### src/rtl/mem_stage_if.sv
// Execute->Memory->Writeback bundle plus data-bus request/response signals for mem_stage.
// MEM_ALIGN_CHECK_EN adds the out_addr_err flag to the Writeback bundle.
interface mem_stage_if #(
  parameter int ADDR_W = 32,
  parameter int DATA_W = 32
);
  logic              in_valid;
  logic              in_ready;
  logic [5:0]        in_opcode;
  logic [5:0]        in_funct;
  logic [DATA_W-1:0] in_valE;
  logic [DATA_W-1:0] in_valA;
  logic [4:0]        in_dstE;
  logic [4:0]        in_dstM;
  logic [31:0]       in_pc;

  logic              out_valid;
  logic              out_ready;
  logic [DATA_W-1:0] out_valE;
  logic [DATA_W-1:0] out_valM;
  logic [4:0]        out_dstE;
  logic [4:0]        out_dstM;
  logic [31:0]       out_pc;
`ifdef MEM_ALIGN_CHECK_EN
  logic              out_addr_err;
`endif

  logic              dreq_valid;
  logic [ADDR_W-1:0] dreq_addr;
  logic              dreq_wen;
  logic [3:0]        dreq_strobe;
  logic [DATA_W-1:0] dreq_wdata;
  logic              dresp_addr_ok;
  logic              dresp_data_ok;
  logic [DATA_W-1:0] dresp_rdata;

  modport master (
    input  in_valid, in_opcode, in_funct, in_valE, in_valA, in_dstE, in_dstM, in_pc,
    input  out_ready, dresp_addr_ok, dresp_data_ok, dresp_rdata,
`ifdef MEM_ALIGN_CHECK_EN
    output out_addr_err,
`endif
    output in_ready, out_valid, out_valE, out_valM, out_dstE, out_dstM, out_pc,
    output dreq_valid, dreq_addr, dreq_wen, dreq_strobe, dreq_wdata
  );

  modport slave (
    output in_valid, in_opcode, in_funct, in_valE, in_valA, in_dstE, in_dstM, in_pc,
    output out_ready, dresp_addr_ok, dresp_data_ok, dresp_rdata,
`ifdef MEM_ALIGN_CHECK_EN
    input  out_addr_err,
`endif
    input  in_ready, out_valid, out_valE, out_valM, out_dstE, out_dstM, out_pc,
    input  dreq_valid, dreq_addr, dreq_wen, dreq_strobe, dreq_wdata
  );
endinterface

### src/rtl/mem_stage.sv
// Pipeline Memory stage: passes ALU bundles through in one cycle, runs LW/SW over a
// valid/addr_ok/data_ok bus. Optional MEM_ALIGN_CHECK_EN flags misaligned word accesses.
module mem_stage #(
  parameter int ADDR_W = 32,
  parameter int DATA_W = 32
) (
  input  logic       clk,
  input  logic       reset,
  mem_stage_if.master bus
);
  localparam logic [5:0] OP_LW = 6'h23;
  localparam logic [5:0] OP_SW = 6'h2B;

  typedef enum logic [1:0] {IDLE, REQ, WAIT, HOLD} state_t;

  state_t state, state_nxt;
  logic   fire;
  logic   is_mem;
  logic   misaligned;
  logic   done;
  logic   ld_p1;
  logic   unused_funct;

  // funct only matters to Writeback (JR etc.); the bundle passes through untouched
  assign unused_funct = ^bus.in_funct;

  assign is_mem        = (bus.in_opcode == OP_LW) || (bus.in_opcode == OP_SW);
  assign bus.in_ready  = (state == IDLE) && (!bus.out_valid || bus.out_ready);
  assign fire          = bus.in_valid && bus.in_ready;
  assign bus.dreq_valid = (state == REQ);

`ifdef MEM_ALIGN_CHECK_EN
  assign misaligned = is_mem && (bus.in_valE[1:0] != 2'b00);
`else
  assign misaligned = 1'b0;
`endif

  always_ff @(posedge clk or posedge reset) begin
    if (reset) state <= IDLE;
    else       state <= state_nxt;
  end

  always_comb begin
    state_nxt = state;
    done      = 1'b0;
    case (state)
      IDLE: if (fire && is_mem) state_nxt = misaligned ? HOLD : REQ;
      REQ: begin
        if (bus.dresp_addr_ok) begin
          if (bus.dresp_data_ok) begin
            state_nxt = HOLD;
            done      = 1'b1;
          end else begin
            state_nxt = WAIT;
          end
        end
      end
      WAIT: begin
        if (bus.dresp_data_ok) begin
          state_nxt = HOLD;
          done      = 1'b1;
        end
      end
      HOLD:    if (bus.out_ready) state_nxt = IDLE;
      default: state_nxt = IDLE;
    endcase
  end

  // Writeback bundle and latched bus request
  always_ff @(posedge clk or posedge reset) begin
    if (reset) begin
      bus.out_valid   <= 1'b0;
      bus.out_valE    <= '0;
      bus.out_valM    <= '0;
      bus.out_dstE    <= '0;
      bus.out_dstM    <= '0;
      bus.out_pc      <= '0;
      bus.dreq_addr   <= '0;
      bus.dreq_wen    <= 1'b0;
      bus.dreq_strobe <= 4'h0;
      bus.dreq_wdata  <= '0;
      ld_p1           <= 1'b0;
`ifdef MEM_ALIGN_CHECK_EN
      bus.out_addr_err <= 1'b0;
`endif
    end else if (fire) begin
      bus.out_valE  <= bus.in_valE;
      bus.out_valM  <= {DATA_W{1'b0}};
      bus.out_dstE  <= bus.in_dstE;
      bus.out_dstM  <= misaligned ? 5'd0 : bus.in_dstM;
      bus.out_pc    <= bus.in_pc;
      // memory ops surface their result only once the bus access completes
      bus.out_valid <= !is_mem || misaligned;
`ifdef MEM_ALIGN_CHECK_EN
      bus.out_addr_err <= misaligned;
`endif
      if (is_mem && !misaligned) begin
        bus.dreq_addr   <= {bus.in_valE[ADDR_W-1:2], 2'b00};
        bus.dreq_wen    <= (bus.in_opcode == OP_SW);
        bus.dreq_strobe <= (bus.in_opcode == OP_SW) ? 4'hF : 4'h0;
        bus.dreq_wdata  <= bus.in_valA;
        ld_p1           <= (bus.in_opcode == OP_LW);
      end
    end else if (done) begin
      bus.out_valM  <= ld_p1 ? bus.dresp_rdata : {DATA_W{1'b0}};
      bus.out_valid <= 1'b1;
    end else if (bus.out_valid && bus.out_ready) begin
      bus.out_valid <= 1'b0;
    end
  end
endmodule

### src/flat_wrapper.sv
// flat-port wrapper written by rule: the top's interface ports become plain ports
module mem_stage_flat 
#(
  parameter int ADDR_W = 32,
  parameter int DATA_W = 32
)
  (clk, reset, bus_in_valid, bus_in_opcode, bus_in_funct, bus_in_valE, bus_in_valA, bus_in_dstE, bus_in_dstM, bus_in_pc, bus_out_ready, bus_dresp_addr_ok, bus_dresp_data_ok, bus_dresp_rdata, bus_in_ready, bus_out_valid, bus_out_valE, bus_out_valM, bus_out_dstE, bus_out_dstM, bus_out_pc, bus_dreq_valid, bus_dreq_addr, bus_dreq_wen, bus_dreq_strobe, bus_dreq_wdata);
  mem_stage_if #(.ADDR_W(ADDR_W), .DATA_W(DATA_W)) bus_i ();
  input  logic clk;
  input  logic reset;
  input wire logic [$bits(bus_i.in_valid)-1:0] bus_in_valid;
  input wire logic [$bits(bus_i.in_opcode)-1:0] bus_in_opcode;
  input wire logic [$bits(bus_i.in_funct)-1:0] bus_in_funct;
  input wire logic [$bits(bus_i.in_valE)-1:0] bus_in_valE;
  input wire logic [$bits(bus_i.in_valA)-1:0] bus_in_valA;
  input wire logic [$bits(bus_i.in_dstE)-1:0] bus_in_dstE;
  input wire logic [$bits(bus_i.in_dstM)-1:0] bus_in_dstM;
  input wire logic [$bits(bus_i.in_pc)-1:0] bus_in_pc;
  input wire logic [$bits(bus_i.out_ready)-1:0] bus_out_ready;
  input wire logic [$bits(bus_i.dresp_addr_ok)-1:0] bus_dresp_addr_ok;
  input wire logic [$bits(bus_i.dresp_data_ok)-1:0] bus_dresp_data_ok;
  input wire logic [$bits(bus_i.dresp_rdata)-1:0] bus_dresp_rdata;
  output wire logic [$bits(bus_i.in_ready)-1:0] bus_in_ready;
  output wire logic [$bits(bus_i.out_valid)-1:0] bus_out_valid;
  output wire logic [$bits(bus_i.out_valE)-1:0] bus_out_valE;
  output wire logic [$bits(bus_i.out_valM)-1:0] bus_out_valM;
  output wire logic [$bits(bus_i.out_dstE)-1:0] bus_out_dstE;
  output wire logic [$bits(bus_i.out_dstM)-1:0] bus_out_dstM;
  output wire logic [$bits(bus_i.out_pc)-1:0] bus_out_pc;
  output wire logic [$bits(bus_i.dreq_valid)-1:0] bus_dreq_valid;
  output wire logic [$bits(bus_i.dreq_addr)-1:0] bus_dreq_addr;
  output wire logic [$bits(bus_i.dreq_wen)-1:0] bus_dreq_wen;
  output wire logic [$bits(bus_i.dreq_strobe)-1:0] bus_dreq_strobe;
  output wire logic [$bits(bus_i.dreq_wdata)-1:0] bus_dreq_wdata;
  assign bus_i.in_valid = bus_in_valid;
  assign bus_i.in_opcode = bus_in_opcode;
  assign bus_i.in_funct = bus_in_funct;
  assign bus_i.in_valE = bus_in_valE;
  assign bus_i.in_valA = bus_in_valA;
  assign bus_i.in_dstE = bus_in_dstE;
  assign bus_i.in_dstM = bus_in_dstM;
  assign bus_i.in_pc = bus_in_pc;
  assign bus_i.out_ready = bus_out_ready;
  assign bus_i.dresp_addr_ok = bus_dresp_addr_ok;
  assign bus_i.dresp_data_ok = bus_dresp_data_ok;
  assign bus_i.dresp_rdata = bus_dresp_rdata;
  assign bus_in_ready = bus_i.in_ready;
  assign bus_out_valid = bus_i.out_valid;
  assign bus_out_valE = bus_i.out_valE;
  assign bus_out_valM = bus_i.out_valM;
  assign bus_out_dstE = bus_i.out_dstE;
  assign bus_out_dstM = bus_i.out_dstM;
  assign bus_out_pc = bus_i.out_pc;
  assign bus_dreq_valid = bus_i.dreq_valid;
  assign bus_dreq_addr = bus_i.dreq_addr;
  assign bus_dreq_wen = bus_i.dreq_wen;
  assign bus_dreq_strobe = bus_i.dreq_strobe;
  assign bus_dreq_wdata = bus_i.dreq_wdata;
  mem_stage #(.ADDR_W(ADDR_W), .DATA_W(DATA_W)) u_core (.clk(clk), .reset(reset), .bus(bus_i));
endmodule
### config.mk
export PLATFORM = sky130hd
export DESIGN_NAME = mem_stage_flat
export DESIGN_NICKNAME = d
export VERILOG_FILES = /design/src/rtl/mem_stage_if.sv /design/src/rtl/mem_stage.sv /design/src/flat_wrapper.sv
export SDC_FILE = /design/constraint.sdc
export NUM_CORES = 1
export LEC_CHECK = 0
export CORE_MARGIN = 4
export CORE_UTILIZATION = 41
export DETAILED_ROUTE_END_ITERATION = 7
export PLACE_DENSITY = 0.8
export SYNTH_ARGS = -nofsm -noshare
export SYNTH_HDL_FRONTEND = slang
export SYNTH_SLANG_ARGS = --single-unit
### constraint.sdc
create_clock -name clk -period 7.2 [get_ports clk]
set_input_delay 1.44 -clock clk [delete_from_list [all_inputs] [get_ports clk]]
set_output_delay 1.44 -clock clk [all_outputs]
set_load 0.01 [all_outputs]
[Yosys cells after proc, flatten, opt, wreduce, memory -nomap -nowiden]
Cells that the tools add are included.
Operators by class
  reductions and logical operators: 13
  multiplexer cells: 16
  equality and inequality tests: 9
Operators with widths (number)
  2-to-1 mux 32 bit: 3
  == test 6 bit, second input constant: 2
  2-to-1 mux 2 bit: 4
  != test 2 bit, second input constant: 4
  case mux 2 bit (4 select lines): 1
  2-to-1 mux 1 bit: 6
  == test 2 bit, second input constant: 2
  logical AND 1 bit: 4
  2-to-1 mux 4 bit: 1
  AND reduction 4 bit: 1
  nonzero test 3 bit: 1
  == test 2 x 1 -> 1 bit, second input constant: 1
  zero test 1 bit: 2
  zero test 2 bit: 1
  logical OR 1 bit: 2
  case mux 1 bit (2 select lines): 1
  AND reduction 2 bit: 1
  nonzero test 2 bit: 1
Word-level totals
  register bits after elaboration: 177
  logic and storage cells: 50
  input port bits: 156
  output and inout bits: 178

[Depth between registers and ports, before layout]
  depth after elaboration: 7
  gate-level depth with buffers: 8
  mapped depth without buffers: 6

[Worst setup path before layout]
Ideal clock, no wire load.
  kind: input-to-output
  from: in bus_out_ready
  to: out bus_in_ready
  arrival time: 1.762 ns
  data required time: 5.760 ns
  slack: 3.998 ns
  path buffers: 0
  stages: 2
  cell sequence: nand2b_4 and2_1
On the way
  word-level cells in the longest chain between the ends: 2
RTL lines
  start, declared: RTL line flat_wrapper.sv:19  | input wire logic [$bits(bus_i.out_ready)-1:0] bus_out_ready;
  logical OR 1 bit: RTL line mem_stage.sv:28  | assign bus.in_ready = (state == IDLE) && (!bus.out_valid || bus.out_ready);
  logical AND 1 bit: RTL line mem_stage.sv:28
  end, declared: RTL line flat_wrapper.sv:23  | output wire logic [$bits(bus_i.in_ready)-1:0] bus_in_ready;
Every way passes these cells.

[Worst setup path after layout]
Same ends and word-level chain as after synthesis.

==> insert_results.sql <==
INSERT INTO impl_metrics (metric_group, metric, value, unit) VALUES
('critical_path', 'timing.critical_path.required', '5.76', 'ns'),
('critical_path', 'critical_path.startpoint', 'bus_out_ready', ''),
('synth', 'post_synth.cell_area_avg', '11.22', 'um2'),
('timing', 'worst_slew_pin_slew', '1.100', 'ns'),
('critical_path', 'reg_to_reg_start', 'u_core.state[0]', ''),
('clock_tree', 'post-cts-setup-buffers', '0', ''),
('synth', 'synthesis.area', '0.007078', 'mm2'),
('critical_path', 'crit_path_cells', 'clkdlybuf4s50_1 > nand2b_4 > and2_1 > clkdlybuf4s50_1', ''),
('timing', 'finalCritPeriodShare', '58.76', '%'),
('timing', 'report.final.slew_viol_count', '0', ''),
('timing', 'timing.max_slew.rel_slack', '26.67', '%'),
('synth', 'post-synth-top-count-cell', 'sky130_fd_sc_hd__nand2_1', ''),
('clock_tree', 'clock_latency', '0.42', 'ns'),
('detailed_routing', 'detail_route.iter0.violations', '193', ''),
('global_route', 'number_of_global_route_vias_before_repair', '5823', ''),
('layout', 'insertedDiodeCount', '0', ''),
('synth', 'synthArstFlopShare', '100.0', '%'),
('power_and_ir_drop', 'power_density', '381.5', 'mW/mm2'),
('timing', 'setup-tns-final', '0', 'ns'),
('synth', 'netlist_top_cells_area', 'sky130_fd_sc_hd__dfrtp_1 61%, sky130_fd_sc_hd__nand2_1 13%, sky130_fd_sc_hd__mux2_4 11%, sky130_fd_sc_hd__nand3_1 2.3%, sky130_fd_sc_hd__a21oi_1 2.3%', ''),
('synth', 'synth.distinct_cells', '30', ''),
('timing', 'minimum_clock_period_after_layout', '4.231', 'ns'),
('timing', 'max_freq', '236.4', 'MHz'),
('critical_path', 'path_class', 'primary input to primary output', ''),
('detailed_routing', 'drt_first_pass_iters', '4', ''),
('critical_path', 'count_of_buffer_and_inverter_cells_on_the_critical_path', '2', ''),
('global_route', 'globalRouteOverflowTotal', '0', ''),
('clock_tree', 'cts_num_sinks', '173', ''),
('hold_path', 'hp-class', 'register to register', ''),
('power_and_ir_drop', 'power.ir.vdd_worst', '0.0002475', 'V'),
('critical_path', 'endpoint', 'bus_in_ready', ''),
('clock_tree', 'htree_num_levels', '4', ''),
('place', 'gp_congestion', '0.7766', ''),
('die', 'die_span_in_x', '139.4', 'um'),
('timing', 'finalClockSkew', '0.01141', 'ns'),
('timing', 'grt_setup_unrepaired', 'no', ''),
('layout', 'area_growth_synth_to_finish', '54.45', '%'),
('timing', 'final.setup.worst_slack', '2.969', 'ns'),
('place', 'post-place-ws', '2.769', 'ns'),
('synth', 'synth_top_area_cell', 'sky130_fd_sc_hd__dfrtp_1', ''),
('global_route', 'grt_max_degree', '78', ''),
('detailed_routing', 'via_per_inst', '4.796', ''),
('detailed_routing', 'route.vias.total', '5616', ''),
('critical_path', 'stages_on_the_worst_setup_path', '4', ''),
('critical_path', 'reg2reg_depth', '6', ''),
('clock_tree', 'clkTransAtPathRegs', '0.06', 'ns'),
('synth', 'synthFlopType', 'sky130_fd_sc_hd__dfrtp_1', ''),
('critical_path', 'startpoint_type', 'primary input', ''),
('critical_path', 'endpoint_kind', 'primary output', ''),
('clock_tree', 'cts_made_buffers', '17', ''),
('die', 'top_level_ports', '334', ''),
('job', 'drv_cap', '0', ''),
('timing', 'report.final.setup_viol', '0', ''),
('critical_path', 'cpLargestDelayFamily', 'buffers and inverters', ''),
('detailed_routing', 'drt_drc_violations_left', '0', ''),
('synth', 'synth-edff-count', '0', ''),
('global_route', 'grtUsageTotal', '21.26', '%'),
('synth', 'ys_seq_elements', '173', ''),
('die', 'rows', '47', ''),
('status', 'status', 'finished, final reports clean', ''),
('critical_path', 'timing.reg2reg.setup_slack', '4.00', 'ns'),
('synth', 'synth_seq_area_share', '61.16', '%'),
('layout', 'finalCoreUtilization', '65.23', '%'),
('synth', 'synth-warning-count', '0', ''),
('critical_path', 'timing.critical_path.arrival', '2.79', 'ns'),
('synth', 'ys_top_cells_by_count', '254 x sky130_fd_sc_hd__nand2_1, 173 x sky130_fd_sc_hd__dfrtp_1, 50 x sky130_fd_sc_hd__mux2_4, 33 x sky130_fd_sc_hd__nand3_1, 32 x sky130_fd_sc_hd__a21oi_1', ''),
('clock_tree', 'root_buffer', 'sky130_fd_sc_hd__clkbuf_16', ''),
('layout', 'final_nets', '1099', ''),
('detailed_routing', 'antenna_violating_nets_post_route', '0', ''),
('critical_path', 'worst_r2r_endpoint', 'u_core.bus.dreq_wdata[13]', ''),
('layout', 'filler_cell_count', '1299', '');
-- state kept, by name (all words and copies together) (netlist names) --
register,flops
u_core.bus.dreq_wdata,32
u_core.bus.out_pc,32
u_core.bus.dreq_strobe,1
u_core.bus.out_valid,1
u_core.bus.out_valM,32
u_core.ld_p1,1
u_core.bus.dreq_addr,30
u_core.bus.out_dstM,5
u_core.bus.out_valE,32
u_core.state,2
u_core.bus.out_dstE,5
-- worst register-to-register path, delay by kind of cell, from the launching register on --
kind          cells  cell delay (ns)
simple gates      2             1.32
buf+inv           2             0.54
mux               1             0.48
flops             1             0.41
fa+ha+maj         1             0.34
-- metrics by stage --
| stage | hold slack, ns | total power, mW | cell area, um2 | instances |
|---|---|---|---|---|
| after global routing | 0.4946 | 4.435 | 10930 | 1171 |
| after CTS | 0.4772 | 4.224 | 10930 | 1171 |
| after floorplan | 0.5106 | 2.303 | 7082 | 632 |
| after detailed placement | 0.4610 | 3.308 | 10360 | 1139 |
| after global placement | 0.4569 | 3.256 | 10360 | 1139 |
| final | 0.4726 | 4.171 | 10930 | 1171 |
-- kinds of logic (layout without fill, tap and decap cells) --
| kind of cell | count (synthesis) | in the layout | share of synthesized area (%) |
|---|---|---|---|
| AOI/OAI and AO/OA | 38 | 38 | 2.988 |
| adders and majority gates | 5 | 5 | 0.8839 |
| buffers and inverters | 51 | 370 | 4.808 |
| DFF | 173 | 173 | 61.16 |
| muxes | 66 | 66 | 13.12 |
| other | 1 | 2 | 0.05298 |
| and+or+nand+nor | 297 | 297 | 16.99 |
-- report_power, final --
| group | total (mW) | internal (mW) | switching [mW] |
|---|---|---|---|
| clock | 0.896 | 0.498 | 0.398 |
| sequential | 1.55 | 1.34 | 0.211 |
| combinational | 1.73 | 0.954 | 0.774 |
| total | 4.17 | 2.79 | 1.38 |
-- layout by cell type (no fill, tap or decap), types with 2 or more instances in the layout --
cell type,instances
sky130_fd_sc_hd__clkinv_2,4
sky130_fd_sc_hd__clkbuf_8,2
sky130_fd_sc_hd__clkinvlp_4,2
sky130_fd_sc_hd__clkdlybuf4s50_1,325
sky130_fd_sc_hd__clkinv_4,2
sky130_fd_sc_hd__dfrtp_1,173
sky130_fd_sc_hd__a21oi_1,32
sky130_fd_sc_hd__inv_6,3
sky130_fd_sc_hd__mux2_2,14
sky130_fd_sc_hd__mux2_4,50
sky130_fd_sc_hd__inv_1,6
sky130_fd_sc_hd__nand3_1,33
sky130_fd_sc_hd__clkbuf_16,17
sky130_fd_sc_hd__buf_4,5
sky130_fd_sc_hd__conb_1,2
sky130_fd_sc_hd__ha_1,5
sky130_fd_sc_hd__nand2_1,254
sky130_fd_sc_hd__and3_1,2
sky130_fd_sc_hd__mux2i_1,2
-- layout make-up --
cell class,count,area [um2],area share (%)
Tap cell,220,275.3,2.518
Multi-Input combinational cell,408,2417,22.11
Timing Repair Buffer,331,3311,30.29
Inverter,7,31.28,0.2861
Clock inverter,12,111.4,1.019
Sequential cell,173,4329,39.60
Clock buffer,20,456.7,4.178
-- how the worst min path moves through the flow --
stage                            startpoint  cells past startpoint                       to
floorplan             u_core.bus.out_pc[14]                      2    u_core.bus.out_pc[14]
global route           u_core.bus.out_pc[9]                      2     u_core.bus.out_pc[9]
global placement       u_core.bus.out_pc[8]                      2     u_core.bus.out_pc[8]
finish              u_core.bus.out_valE[15]                      2  u_core.bus.out_valE[15]
detailed placement   u_core.bus.out_valE[1]                      2   u_core.bus.out_valE[1]
CTS                  u_core.bus.out_valE[1]                      2   u_core.bus.out_valE[1]
-- per-layer routing --
| layer | global-route usage (%) | up-vias | routed length, um |
|---|---|---|---|
| met5 | 0 | - | 0 |
| met4 | 5.664 | 0 | 379 |
| met3 | 9.160 | 24 | 2025 |
| met2 | 34.86 | 247 | 10110 |
| met1 | 25.89 | 2704 | 8279 |
| li1 | - | 2641 | - |
Power figures use the tool's default switching activity.
